`src/rtl/i2s_sample_tx.sv`:
```
// i2s_sample_tx: stereo I2S transmitter.
// Buffers strobed L/R pairs in a 2-entry FIFO and serialises them MSB-first
// onto bclk/lrck/sdata. The last pair is repeated when a frame starts empty.
module i2s_sample_tx #(
  parameter int DATA_SIZE = 24,
  parameter int SLOT_BITS = 32,
  parameter int BCLK_HALF = 4
) (
  input  logic                 clk,
  input  logic                 rst,
  input  logic [DATA_SIZE-1:0] in_left,
  input  logic [DATA_SIZE-1:0] in_right,
  input  logic                 in_ready,
  output logic                 bclk,
  output logic                 lrck,
  output logic                 sdata,
  output logic [1:0]           fifo_level,
  output logic                 underrun,
  output logic                 overflow
);

  localparam int FRAME_BITS = 2 * SLOT_BITS;
  localparam int DIV_W      = (BCLK_HALF > 1) ? $clog2(BCLK_HALF) : 1;
  localparam int BIT_W      = $clog2(FRAME_BITS);

  typedef struct packed {
    logic [DATA_SIZE-1:0] l;
    logic [DATA_SIZE-1:0] r;
  } pair_t;

  // Frame word: vector MSB is the first bit sent (left MSB); pad bits stay 0.
  function automatic logic [FRAME_BITS-1:0] frame_word(input pair_t p);
    logic [FRAME_BITS-1:0] w;
    w = '0;
    w[FRAME_BITS-1 -: DATA_SIZE] = p.l;
    w[SLOT_BITS-1  -: DATA_SIZE] = p.r;
    return w;
  endfunction

  logic [DIV_W-1:0]      div_cnt;
  logic                  bclk_q;
  logic [BIT_W-1:0]      bit_cnt;
  logic [BIT_W-1:0]      bit_nxt;
  logic                  lrck_q;
  logic [FRAME_BITS-1:0] shreg;
  pair_t                 last_pair;
  pair_t                 mem [2];
  pair_t                 head;
  pair_t                 in_pair;
  logic                  wr_ptr, rd_ptr;
  logic [1:0]            count;
  logic                  div_wrap, fall, frame_start;
  logic                  fifo_empty, push, pop;
  logic                  underrun_q, overflow_q;

  assign div_wrap    = (div_cnt == DIV_W'(BCLK_HALF - 1));
  assign fall        = div_wrap && bclk_q;
  assign frame_start = fall && (bit_cnt == '0);
  assign bit_nxt     = (bit_cnt == BIT_W'(FRAME_BITS - 1)) ? '0 : bit_cnt + 1'b1;

  assign fifo_empty  = (count == 2'd0);
  assign head        = mem[rd_ptr];
  assign in_pair     = '{l: in_left, r: in_right};
  // Pop happens before push, so a full FIFO can accept a strobe at frame start.
  assign pop         = frame_start && !fifo_empty;
  assign push        = in_ready && ((count != 2'd2) || pop);

  // BCLK divider: toggle every BCLK_HALF clk cycles.
  always_ff @(posedge clk or negedge rst) begin
    if (!rst) begin
      div_cnt <= '0;
      bclk_q  <= 1'b0;
    end else if (div_wrap) begin
      div_cnt <= '0;
      bclk_q  <= ~bclk_q;
    end else begin
      div_cnt <= div_cnt + 1'b1;
    end
  end

  // Bit position within the frame and word select, advanced on each fall.
  always_ff @(posedge clk or negedge rst) begin
    if (!rst) begin
      bit_cnt <= '0;
      lrck_q  <= 1'b0;
    end else if (fall) begin
      bit_cnt <= bit_nxt;
      lrck_q  <= (bit_nxt >= BIT_W'(SLOT_BITS));
    end
  end

  // Two-entry pair FIFO.
  always_ff @(posedge clk or negedge rst) begin
    if (!rst) begin
      mem[0] <= '0;
      mem[1] <= '0;
      wr_ptr <= 1'b0;
      rd_ptr <= 1'b0;
      count  <= 2'd0;
    end else begin
      if (push) begin
        mem[wr_ptr] <= in_pair;
        wr_ptr      <= ~wr_ptr;
      end
      if (pop) rd_ptr <= ~rd_ptr;
      if (push && !pop)      count <= count + 2'd1;
      else if (pop && !push) count <= count - 2'd1;
    end
  end

  // Frame shifter: load at frame start (fresh pair or repeat), shift on other falls.
  always_ff @(posedge clk or negedge rst) begin
    if (!rst) begin
      shreg     <= '0;
      last_pair <= '0;
    end else if (frame_start) begin
      if (pop) begin
        shreg     <= frame_word(head);
        last_pair <= head;
      end else begin
        shreg     <= frame_word(last_pair);
      end
    end else if (fall) begin
      shreg <= shreg << 1;
    end
  end

  // One-cycle status pulses.
  always_ff @(posedge clk or negedge rst) begin
    if (!rst) begin
      underrun_q <= 1'b0;
      overflow_q <= 1'b0;
    end else begin
      underrun_q <= frame_start && fifo_empty;
      overflow_q <= in_ready && !push;
    end
  end

  assign bclk       = bclk_q;
  assign lrck       = lrck_q;
  assign sdata      = shreg[FRAME_BITS-1];
  assign fifo_level = count;
  assign underrun   = underrun_q;
  assign overflow   = overflow_q;

endmodule

```
`config.mk`:
```
export PLATFORM = sky130hd
export DESIGN_NAME = i2s_sample_tx
export DESIGN_NICKNAME = d
export VERILOG_FILES = /design/src/rtl/i2s_sample_tx.sv
export SDC_FILE = /design/constraint.sdc
export NUM_CORES = 1
export LEC_CHECK = 0
export CAP_MARGIN = 20
export CELL_PAD_IN_SITES_DETAIL_PLACEMENT = 0
export CELL_PAD_IN_SITES_GLOBAL_PLACEMENT = 1
export CORE_MARGIN = 3
export CORE_UTILIZATION = 53
export CTS_BUF_LIST = sky130_fd_sc_hd__clkbuf_8
export DETAILED_ROUTE_END_ITERATION = 8
export DONT_BUFFER_PORTS = 1
export PLACE_DENSITY = 0.86
export SLEW_MARGIN = 10
export SYNTH_ARGS = -nofsm -noshare
export SYNTH_HDL_FRONTEND = slang
export SYNTH_SLANG_ARGS = --single-unit
export TNS_END_PERCENT = 50
```
`constraint.sdc`:
```
create_clock -name clk -period 2.4 [get_ports clk]
set_input_delay 0.72 -clock clk [delete_from_list [all_inputs] [get_ports clk]]
set_output_delay 0.72 -clock clk [all_outputs]
set_load 0.02 [all_outputs]
```
==> impl_results.md, run 1 <==
- 1st-iter DRT viols: 404
- Crit start category: register
- Synth Area in Compound Gates: 12.28%
- Via density: 5.674
- CP max-delay cell: dfrtp_1
- Endpoints failing hold: 113
- Number of remaining DRC errors: 0
- Worst-path cell chain: inv_1 > ha_1 > and4b_4 > a22oi_4 > inv_2 > nand2_2 > buf_4 > mux2_2
- First-pass GRT wire length: 31.80 mm
- Io pins: 58
- Core footprint: 17540 µm²
- Worst-path maximum fanout: 23
- H-tree depth: 2
- Post-synth cell types: 36
- Top delay family on crit path: buffers and inverters
- Tmin final: 2228 ps
- Vias in the first global route: 6535
- Bufs and invs on worst path: 3
- Lkg Pwr: 4.985 nW
- Ys flop type: dfrtp_1
- Fin crit share: 92.83%
- RSZ-0062 raised after global routing: false
- GRT Overall Usage: 19.31%
- Seq cells post-synth: 216
- WL/cell: 17.24 µm
- Total CTS buffers: 36
- Xor and xnor area share after synthesis: 0.7275%
- Max Root-Sink Buffers: 3
- Place WS: 176.5 ps
- Max-cap violation count: 0
- Worst setup path category: register to register
- Starting Density: 54.92%
- Finished Cell Area: 10500 µm²
- Worst-path clk slew: 60 ps
- RD Place Congestion: 0.7588
- DP Area: 9828 µm²
- Main combinational cell family by area after synthesis: multiplexers
- Routed via count: 6088
- Dpl hpwl: 11.04 mm
- CP max stage delay: 430 ps
- Failing checks: negative hold slack
- Final setup TNS: 0 ps
- Power per cell area: 1309 nW/µm²
- Synth Area per Inst: 11.56 µm²
- Grt ovf: 0
- Hold WS: -84.83 ps
- Final Util: 59.86%
- Clk sinks: 216
- Die Y: 140.8 µm
- CTS tree: built
- Worst endpoint required time: 2790 ps
- ANT nets after route: 0
- Worst min path class: primary input to asynchronous set/reset pin
- Pins Over Slew Limit: 0
- Worst setup slack after layout: 172.1 ps
- Post-Synth Simple-Gate Area: 9.223%
- Placed Cells: 1012
- Critical Path AT: 2610 ps
- Post-Synth Adder-Cell Area: 0.5196%
- Initial antenna violation count: 0
- Post-synth EDFFs: 0
- # setup viols final: 0
- Wirelength, routed: 18.50 mm
- Sequential-to-total area share from yosys stat: 56.12%
- Largest net degree at the start of global routing: 217
- Worst Tran Pin Value: 536.0 ps
- Layout net count: 880
- Slew margin rel.: 64.26%
- Synthesized area: 9632 µm²
- Yosys warnings: 0
- Asr flop ratio synth: 100.0%
- IO Port Bufs: 0
- Clock Skew: 20.33 ps
- Share of layout cells above drive strength 1: 19.93%
- Area growth from synthesis to layout: 8.990%
- Rows: 48
- Multiplexer share of the synthesized area: 17.87%
- Synthesized instance count: 833
- Number of antenna diodes: 0
- Die footprint: 19830 µm²
- Max VDD drop: 0.8516 mV
- Crit path capture type: register
- Status: complete, but fails checks
- Fmax: 448.8 MHz
- Root Driver: clkbuf_8
- Drt first pass iters: 4
- Worst skew pair latency: 520 ps
- Syn Nets: 888
- Final std cells w/o fill: 1073
- Chip width: 140.8 µm
==> report_power, final <==
group	total [W]	internal, W	leakage [nW]	switching, W
clock	0.00302	0.00162	0.398	0.00140
sequential	0.00614	0.00525	2.63	0.000888
combinational	0.00458	0.00240	1.96	0.00218
==> repair_timing <==
item / in CTS / in global routing
setup buffers: 0 / 0
resized for setup: 0 / 0
hold endpoints to repair: 216 / 216
endpoints found under the setup margin: 0 / 0
==> cell usage after synthesis, types with 2 or more instances <==
| cell type | instances | area (µm²) |
|---|---|---|
| a211oi_1 | 47 | 352.8 |
| a21oi_1 | 58 | 290.3 |
| and2_1 | 49 | 306.5 |
| buf_1 | 5 | 18.77 |
| buf_2 | 20 | 100.1 |
| buf_6 | 6 | 67.56 |
| clkbuf_1 | 31 | 116.4 |
| dfrtp_1 | 216 | 5405 |
| ha_1 | 4 | 50.05 |
| inv_1 | 2 | 7.510 |
| mux2_2 | 56 | 630.6 |
| mux2_4 | 40 | 600.6 |
| mux2i_1 | 49 | 490.5 |
| nand2_1 | 116 | 435.4 |
| nand3_1 | 5 | 25.02 |
| nand4_1 | 2 | 12.51 |
| nor2_1 | 4 | 15.01 |
| o21ai_0 | 99 | 495.5 |
| xnor2_1 | 5 | 43.79 |
| xor2_1 | 3 | 26.28 |
==> cell families after synthesis <==
logic type	after synthesis
mux	145
flops	216
compound gates	208
fa+ha+maj	4
xor+xnor	8
buf+inv	65
simple gates	187
==> worst register-to-register path, stage by stage, from the launching register on <==
cell and delay (ps):
dfrtp_1 430, inv_1 100, ha_1 220, and4b_4 220, a22oi_4 220, inv_2 70, nand2_2 100, buf_4 340
mux2_2 410
==> flip-flops by register name, indices dropped and copies added (netlist names) <==
register	count
lrck	1
bit_cnt	6
bclk	1
last_pair	48
wr_ptr	1
overflow	1
mem	96
rd_ptr	1
underrun	1
div_cnt	2
shreg	56
fifo_level	2
==> final cells by class <==
class / count / area (µm²)
Clock buffer: 43 / 591.8
Multi-Input combinational cell: 552 / 3934
Tap cell: 225 / 281.5
Sequential cell: 216 / 5406
Inverter: 3 / 11.26
Clock inverter: 18 / 77.57
Timing Repair Buffer: 16 / 195.2
Fill cell: 1416 / 7039
==> metal layers <==
metal  vias up  global-route usage (%)  wire length [µm]
met5         -                       0                 0
met3        44                   4.579              1001
met4         0                   7.343               457
met2       119                   31.91              8780
li1       2900                       -                 -
met1      3025                   24.90              8259
==> final timing paths <==
kind	startpoint	endpoint	slack (ps)	depth (start not counted)
min in group clk	in_left[19]	mem[91]$_DFFE_PN0P_	340	1
hold reg to reg	div_cnt[0]$_DFF_PN0_	div_cnt[0]$_DFF_PN0_	440	1
setup / recovery	bit_cnt[0]$_DFFE_PN0P_	mem[29]$_DFFE_PN0P_	170	8
setup reg to reg	bit_cnt[0]$_DFFE_PN0P_	mem[29]$_DFFE_PN0P_	170	8
max in group asynchronous	rst	mem[76]$_DFFE_PN0P_	2020	0
hold / removal	rst	overflow$_DFF_PN0_	-80	0
==> cells in the final DEF, fill, tap and decap left out, drive strengths merged, types with 3 or more instances in the layout <==
cell type and instances:
nand3 5, nand2 117, o21ai 99, mux2i 49, xnor2 5, a21oi 58
clkbuf 43, and2 49, xor2 3, ha 4, buf 16, dfrtp 216
a211oi 47, inv 19, mux2 96, nor2 5
==> stage by stage <==
stage          hold WS, ps  total power (W)
5_1_grt             -112.6          0.01479
3_5_place_dp         430.1          0.01079
6_report            -84.83          0.01374
2_1_floorplan        409.9         0.009727
3_3_place_gp         418.6          0.01048
4_1_cts             -130.6          0.01391
Note: power is estimated with default switching activity, not from simulation.
==> inputs of run 2 (changes only) <==
--- a/config.mk
+++ b/config.mk
@@ -9,11 +9,11 @@
 export CELL_PAD_IN_SITES_DETAIL_PLACEMENT = 0
 export CELL_PAD_IN_SITES_GLOBAL_PLACEMENT = 1
 export CORE_MARGIN = 3
-export CORE_UTILIZATION = 53
+export CORE_UTILIZATION = 40
 export CTS_BUF_LIST = sky130_fd_sc_hd__clkbuf_8
 export DETAILED_ROUTE_END_ITERATION = 8
 export DONT_BUFFER_PORTS = 1
-export PLACE_DENSITY = 0.86
+export PLACE_DENSITY = 0.69
 export SLEW_MARGIN = 10
 export SYNTH_ARGS = -nofsm -noshare
 export SYNTH_HDL_FRONTEND = slang
==> constraint.sdc (replaced) <==
create_clock -name clk -period 2.7 [get_ports clk]
set_input_delay 0.81 -clock clk [delete_from_list [all_inputs] [get_ports clk]]
set_output_delay 0.81 -clock clk [all_outputs]
set_load 0.02 [all_outputs]
==> run 2 against run 1 <==
Effect of this change:
- combinational power fell by 16%
- setup slack improved by 390 ps
- final cell count rose by 9.3%
- via count fell by 2.3%
- die area rose by 31%
- clock-buffer cell count rose by 3
- the run now ends clean
- sequential power fell by 9.6%
- total power fell by 10%
- critical path type unchanged
==> impl_results.md, run 2 (same netlist as run 1, synthesis figures left out) <==
- Register share of total power: 45.1%
- Worst-path maximum fanout: 39
- Clock Skew: 20.04 ps
- DP Area: 9936 µm²
- Dpl hpwl: 10.72 mm
- Wirelength, routed: 18.78 mm
- Worst skew pair latency: 530 ps
- Status: finished clean
- Root Driver: clkbuf_8
- Worst setup path category: register to register
- Endpoints failing hold: 0
- Crit path capture type: register
- GRT Overall Usage: 14.90%
- Rows: 56
- First-pass GRT wire length: 31.99 mm
- Layout net count: 884
- Share of layout cells above drive strength 1: 20.61%
- Die Y: 161.2 µm
- Total CTS buffers: 40
- Post-CTS setup buffer count: 0
- Commonest non-fill, non-tap cell in the layout: dfrtp_1
- Cts repair resizes: 0
- Routed via count: 5950
- Worst Tran Pin Value: 822.5 ps
- Most flop-heavy register: mem
- Finished Cell Area: 10670 µm²
- Via density: 5.072
- Pint: 0.008337 W
- Placed Cells: 1106
- Overall power: 0.01230 W
- Clk sinks: 216
- Vias in the first global route: 6110
- Die footprint: 25980 µm²
- Most frequent cells in the layout: dfrtp_1, nand2_1, o21ai_0
- Core footprint: 23540 µm²
- Worst min path class: primary input to asynchronous set/reset pin
- Largest net degree at the start of global routing: 217
- Drt first pass iters: 4
- Io pins: 58
- Max Root-Sink Buffers: 3
- Pins Over Slew Limit: 0
- Worst endpoint required time: 3090 ps
- Worst-path clk slew: 60 ps
- RSZ-0062 raised after global routing: false
- Initial antenna violation count: 0
- Slew margin rel.: 45.17%
- H-tree depth: 2
- IO Port Bufs: 0
- Max VDD drop: 0.5676 mV
- Chip width: 161.2 µm
- Number of antenna diodes: 0
- Area growth from synthesis to layout: 10.77%
- RD Place Congestion: 0.6632
- Max-cap violation count: 0
- Fill cells: 2233
- Starting Density: 40.91%
- # setup viols final: 0
- Final setup TNS: 0 ps
- Switch Pwr: 0.003960 W
- Max FFs per register: 96
- Crit start category: register
- WL/cell: 16.01 µm
- CTS tree: built
- Fmax: 468.4 MHz
- R2R Setup Slk: 570 ps
- ANT nets after route: 0
- Switching share of power: 32.20%
- Power per cell area: 1153 nW/µm²
- Number of remaining DRC errors: 0
- Fin crit share: 79.07%
- Final std cells w/o fill: 1173
- Comb power frac: 31.5%
- Critical Path AT: 2530 ps
- Largest registers: mem (96), shreg (56), last_pair (48)
- 1st-iter DRT viols: 308
- Tmin final: 2135 ps
- Grt ovf: 0
- Clock Power Share: 23.4%
- Lkg Pwr: 5.005 nW
[run 2: cell types whose count changed in the layout (fill, tap and decap cells not counted), sizes merged]
| cell | before | now |
|---|---|---|
| clkinvlp | 1 | 2 |
| clkbuf | 43 | 46 |
| clkinv | 1 | 4 |
| inv | 19 | 18 |
[run 2: critical path, stage by stage (launching register included)]
cell and delay [ps]:
dfrtp_1 430, inv_1 90, ha_1 200, and4b_4 220, a22oi_4 230, inv_2 70, nand2_2 100, buf_12 270
mux2_2 370
[run 2: path summary, 6_finish.rpt]
kind	end	cells past startpoint	start
worst max-delay path	mem[1]$_DFFE_PN0P_	8	bit_cnt[0]$_DFFE_PN0P_
worst min-delay path	bclk$_DFFE_PN0N_	0	rst
worst max register to register	mem[1]$_DFFE_PN0P_	8	bit_cnt[0]$_DFFE_PN0P_
worst min register to register	div_cnt[0]$_DFF_PN0_	1	div_cnt[0]$_DFF_PN0_
max in group asynchronous	mem[32]$_DFFE_PN0P_	0	rst
min in group clk	mem[5]$_DFFE_PN0P_	1	in_right[5]
[run 2: stage by stage]
stage / util [%] / hold WS [ps] / setup WS [ps]
floorplan: - / 409.9 / 633.1
global placement: 42.20 / 417.1 / 585.2
detailed placement: 42.20 / 431.4 / 564.6
CTS: 45.32 / -48.37 / 551.3
global route: 45.32 / -49.36 / 454.3
finish: 45.32 / 8.598 / 565.1
[run 2: layout make-up]
type	instances	area, µm²	area share [%]
well taps	319	399.1	3.741
inverters	3	11.26	0.1055
clock buffers	46	633.1	5.934
repair buffers	16	182.7	1.712
multi-input cells	552	3934	36.87
flip-flops and latches	216	5409	50.70
clock inverters	21	100.1	0.9382
[run 2: power groups by stage]
stage	Sequential (W)	Clock (W)	Combinational, W
2_1_floorplan	0.00524	0	0.00340
3_3_place_gp	0.00557	0	0.00384
3_5_place_dp	0.00561	0	0.00392
4_1_cts	0.00557	0.00299	0.00395
5_1_grt	0.00575	0.00315	0.00440
6_report	0.00555	0.00288	0.00387
[run 2: metal layers]
metal	share of wire, %	track usage [%]
met5	0	0
met1	49	21.08
met4	2.3	5.006
met2	44	22.79
met3	4.7	3.411
==> inputs of run 3 (changes only) <==
==> constraint.sdc (replaced) <==
create_clock -name clk -period 2.2 [get_ports clk]
set_input_delay 0.66 -clock clk [delete_from_list [all_inputs] [get_ports clk]]
set_output_delay 0.66 -clock clk [all_outputs]
set_load 0.02 [all_outputs]
==> run 3 against run 2 <==
Effect of this change:
- the run now ends with negative hold slack left
- register-to-register slack worse by 410 ps
- combinational power up 28%
- first-iteration DRC count grew 31%
- largest cell class unchanged
- largest power group unchanged
- highest routed layer unchanged
==> impl_results.md, run 3 (same netlist as run 1, synthesis figures left out) <==
- WL/cell: 16.00 µm
- Worst endpoint required time: 2600 ps
- Drt first pass iters: 4
- RD Place Congestion: 0.6898
- Overall power: 0.01531 W
- Worst skew pair latency: 520 ps
- 1st-iter DRT viols: 404
- Register share of total power: 43.8%
- Failing checks: negative hold slack
- Slew margin rel.: 62.88%
- Layout net count: 890
- Largest registers: mem (96), shreg (56), last_pair (48)
- Tmin final: 2049 ps
- Rows: 56
- Routed via count: 5904
- IO Port Bufs: 0
- Crit path capture type: register
- Comb power frac: 32.4%
- Clock Power Share: 23.8%
- Pins Over Slew Limit: 0
- Area growth from synthesis to layout: 12.17%
- Hold WS: -162.9 ps
- Root Driver: clkbuf_8
- H-tree depth: 2
- Switching share of power: 31.75%
- Number of antenna diodes: 0
- Max FFs per register: 96
- Core footprint: 23540 µm²
- # setup viols final: 0
- Die footprint: 25980 µm²
- Wirelength, routed: 18.79 mm
- First-pass GRT wire length: 32.13 mm
- RSZ-0062 raised after global routing: false
- CTS tree: built
- Max-cap violation count: 0
- DP Area: 10080 µm²
- Worst min path class: primary input to asynchronous set/reset pin
- Fin crit share: 93.14%
- Vias in the first global route: 6065
- Total CTS buffers: 39
- Worst-path maximum fanout: 23
- Worst-path clk slew: 60 ps
- Finished Cell Area: 10800 µm²
- Number of remaining DRC errors: 0
- Power per cell area: 1417 nW/µm²
- Final Util: 45.89%
- Worst Tran Pin Value: 556.7 ps
- ANT nets after route: 0
- Io pins: 58
- Cts repair resizes: 0
- Switch Pwr: 0.004860 W
- Starting Density: 40.91%
- Lkg Pwr: 5.058 nW
- Endpoints failing hold: 216
- Final setup TNS: 0 ps
- Largest net degree at the start of global routing: 217
- Clock Skew: 13.35 ps
- Worst setup path category: register to register
- Via density: 5.029
- Most flop-heavy register: mem
- Pint: 0.01045 W
- Post-CTS setup buffer count: 0
- Crit start category: register
- Share of layout cells above drive strength 1: 21.17%
- Most frequent cells in the layout: dfrtp_1, nand2_1, o21ai_0
- Dpl hpwl: 10.81 mm
- Commonest non-fill, non-tap cell in the layout: dfrtp_1
- GRT Overall Usage: 14.98%
- Max Root-Sink Buffers: 3
- Initial antenna violation count: 0
- Max VDD drop: 0.6495 mV
- Critical Path AT: 2450 ps
- Die Y: 161.2 µm
- Chip width: 161.2 µm
- Grt ovf: 0
- Fmax: 488.0 MHz
- Clk sinks: 216
- Status: complete, but fails checks
[run 3: layer usage]
layer | track usage, % | part of all wire, %
met5 | 0 | 0
met4 | 5.201 | 2.1
met3 | 3.873 | 5.2
met2 | 22.77 | 44
met1 | 20.96 | 49
[run 3: cell type report]
class                           count  area [µm²]
Inverter                            3       11.26
Clock buffer                       43       591.8
Multi-Input combinational cell    552        3934
Timing Repair Buffer               23       322.8
Clock inverter                     18       136.4
Tap cell                          319       399.1
Fill cell                        2239       12740
Sequential cell                   216        5409
[run 3: power groups by stage]
stage | Clock (W) | Combinational, W | Sequential [W]
detailed placement | 0 | 0.00506 | 0.00675
floorplan | 0 | 0.00418 | 0.00643
global route | 0.00398 | 0.00563 | 0.00695
global placement | 0 | 0.00497 | 0.00672
CTS | 0.00379 | 0.00507 | 0.00671
finish | 0.00364 | 0.00496 | 0.00671
[run 3: stage by stage]
stage,setup slack [ps],instances
finish,151.0,1174
CTS,140.4,1174
floorplan,133.1,833
global placement,207.8,1113
global route,58.30,1174
detailed placement,176.1,1113
[run 3: final timing paths]
path | depth (start not counted) | to | from | slack, ps
max | 7 | mem[3]$_DFFE_PN0P_ | div_cnt[0]$_DFF_PN0_ | 150
min | 0 | mem[89]$_DFFE_PN0P_ | rst | -160
max reg2reg | 7 | mem[3]$_DFFE_PN0P_ | div_cnt[0]$_DFF_PN0_ | 150
min reg2reg | 1 | div_cnt[0]$_DFF_PN0_ | div_cnt[0]$_DFF_PN0_ | 470
max in group asynchronous | 0 | mem[72]$_DFFE_PN0P_ | rst | 2020
min in group clk | 1 | mem[93]$_DFFE_PN0P_ | in_left[21] | 280
[run 3: critical path, cell delays in order (launching register included)]
cell	delay, ps
dfrtp_1	390
ha_1	260
and4b_4	260
a22oi_4	220
inv_2	70
nand2_2	120
buf_12	230
mux2_2	360
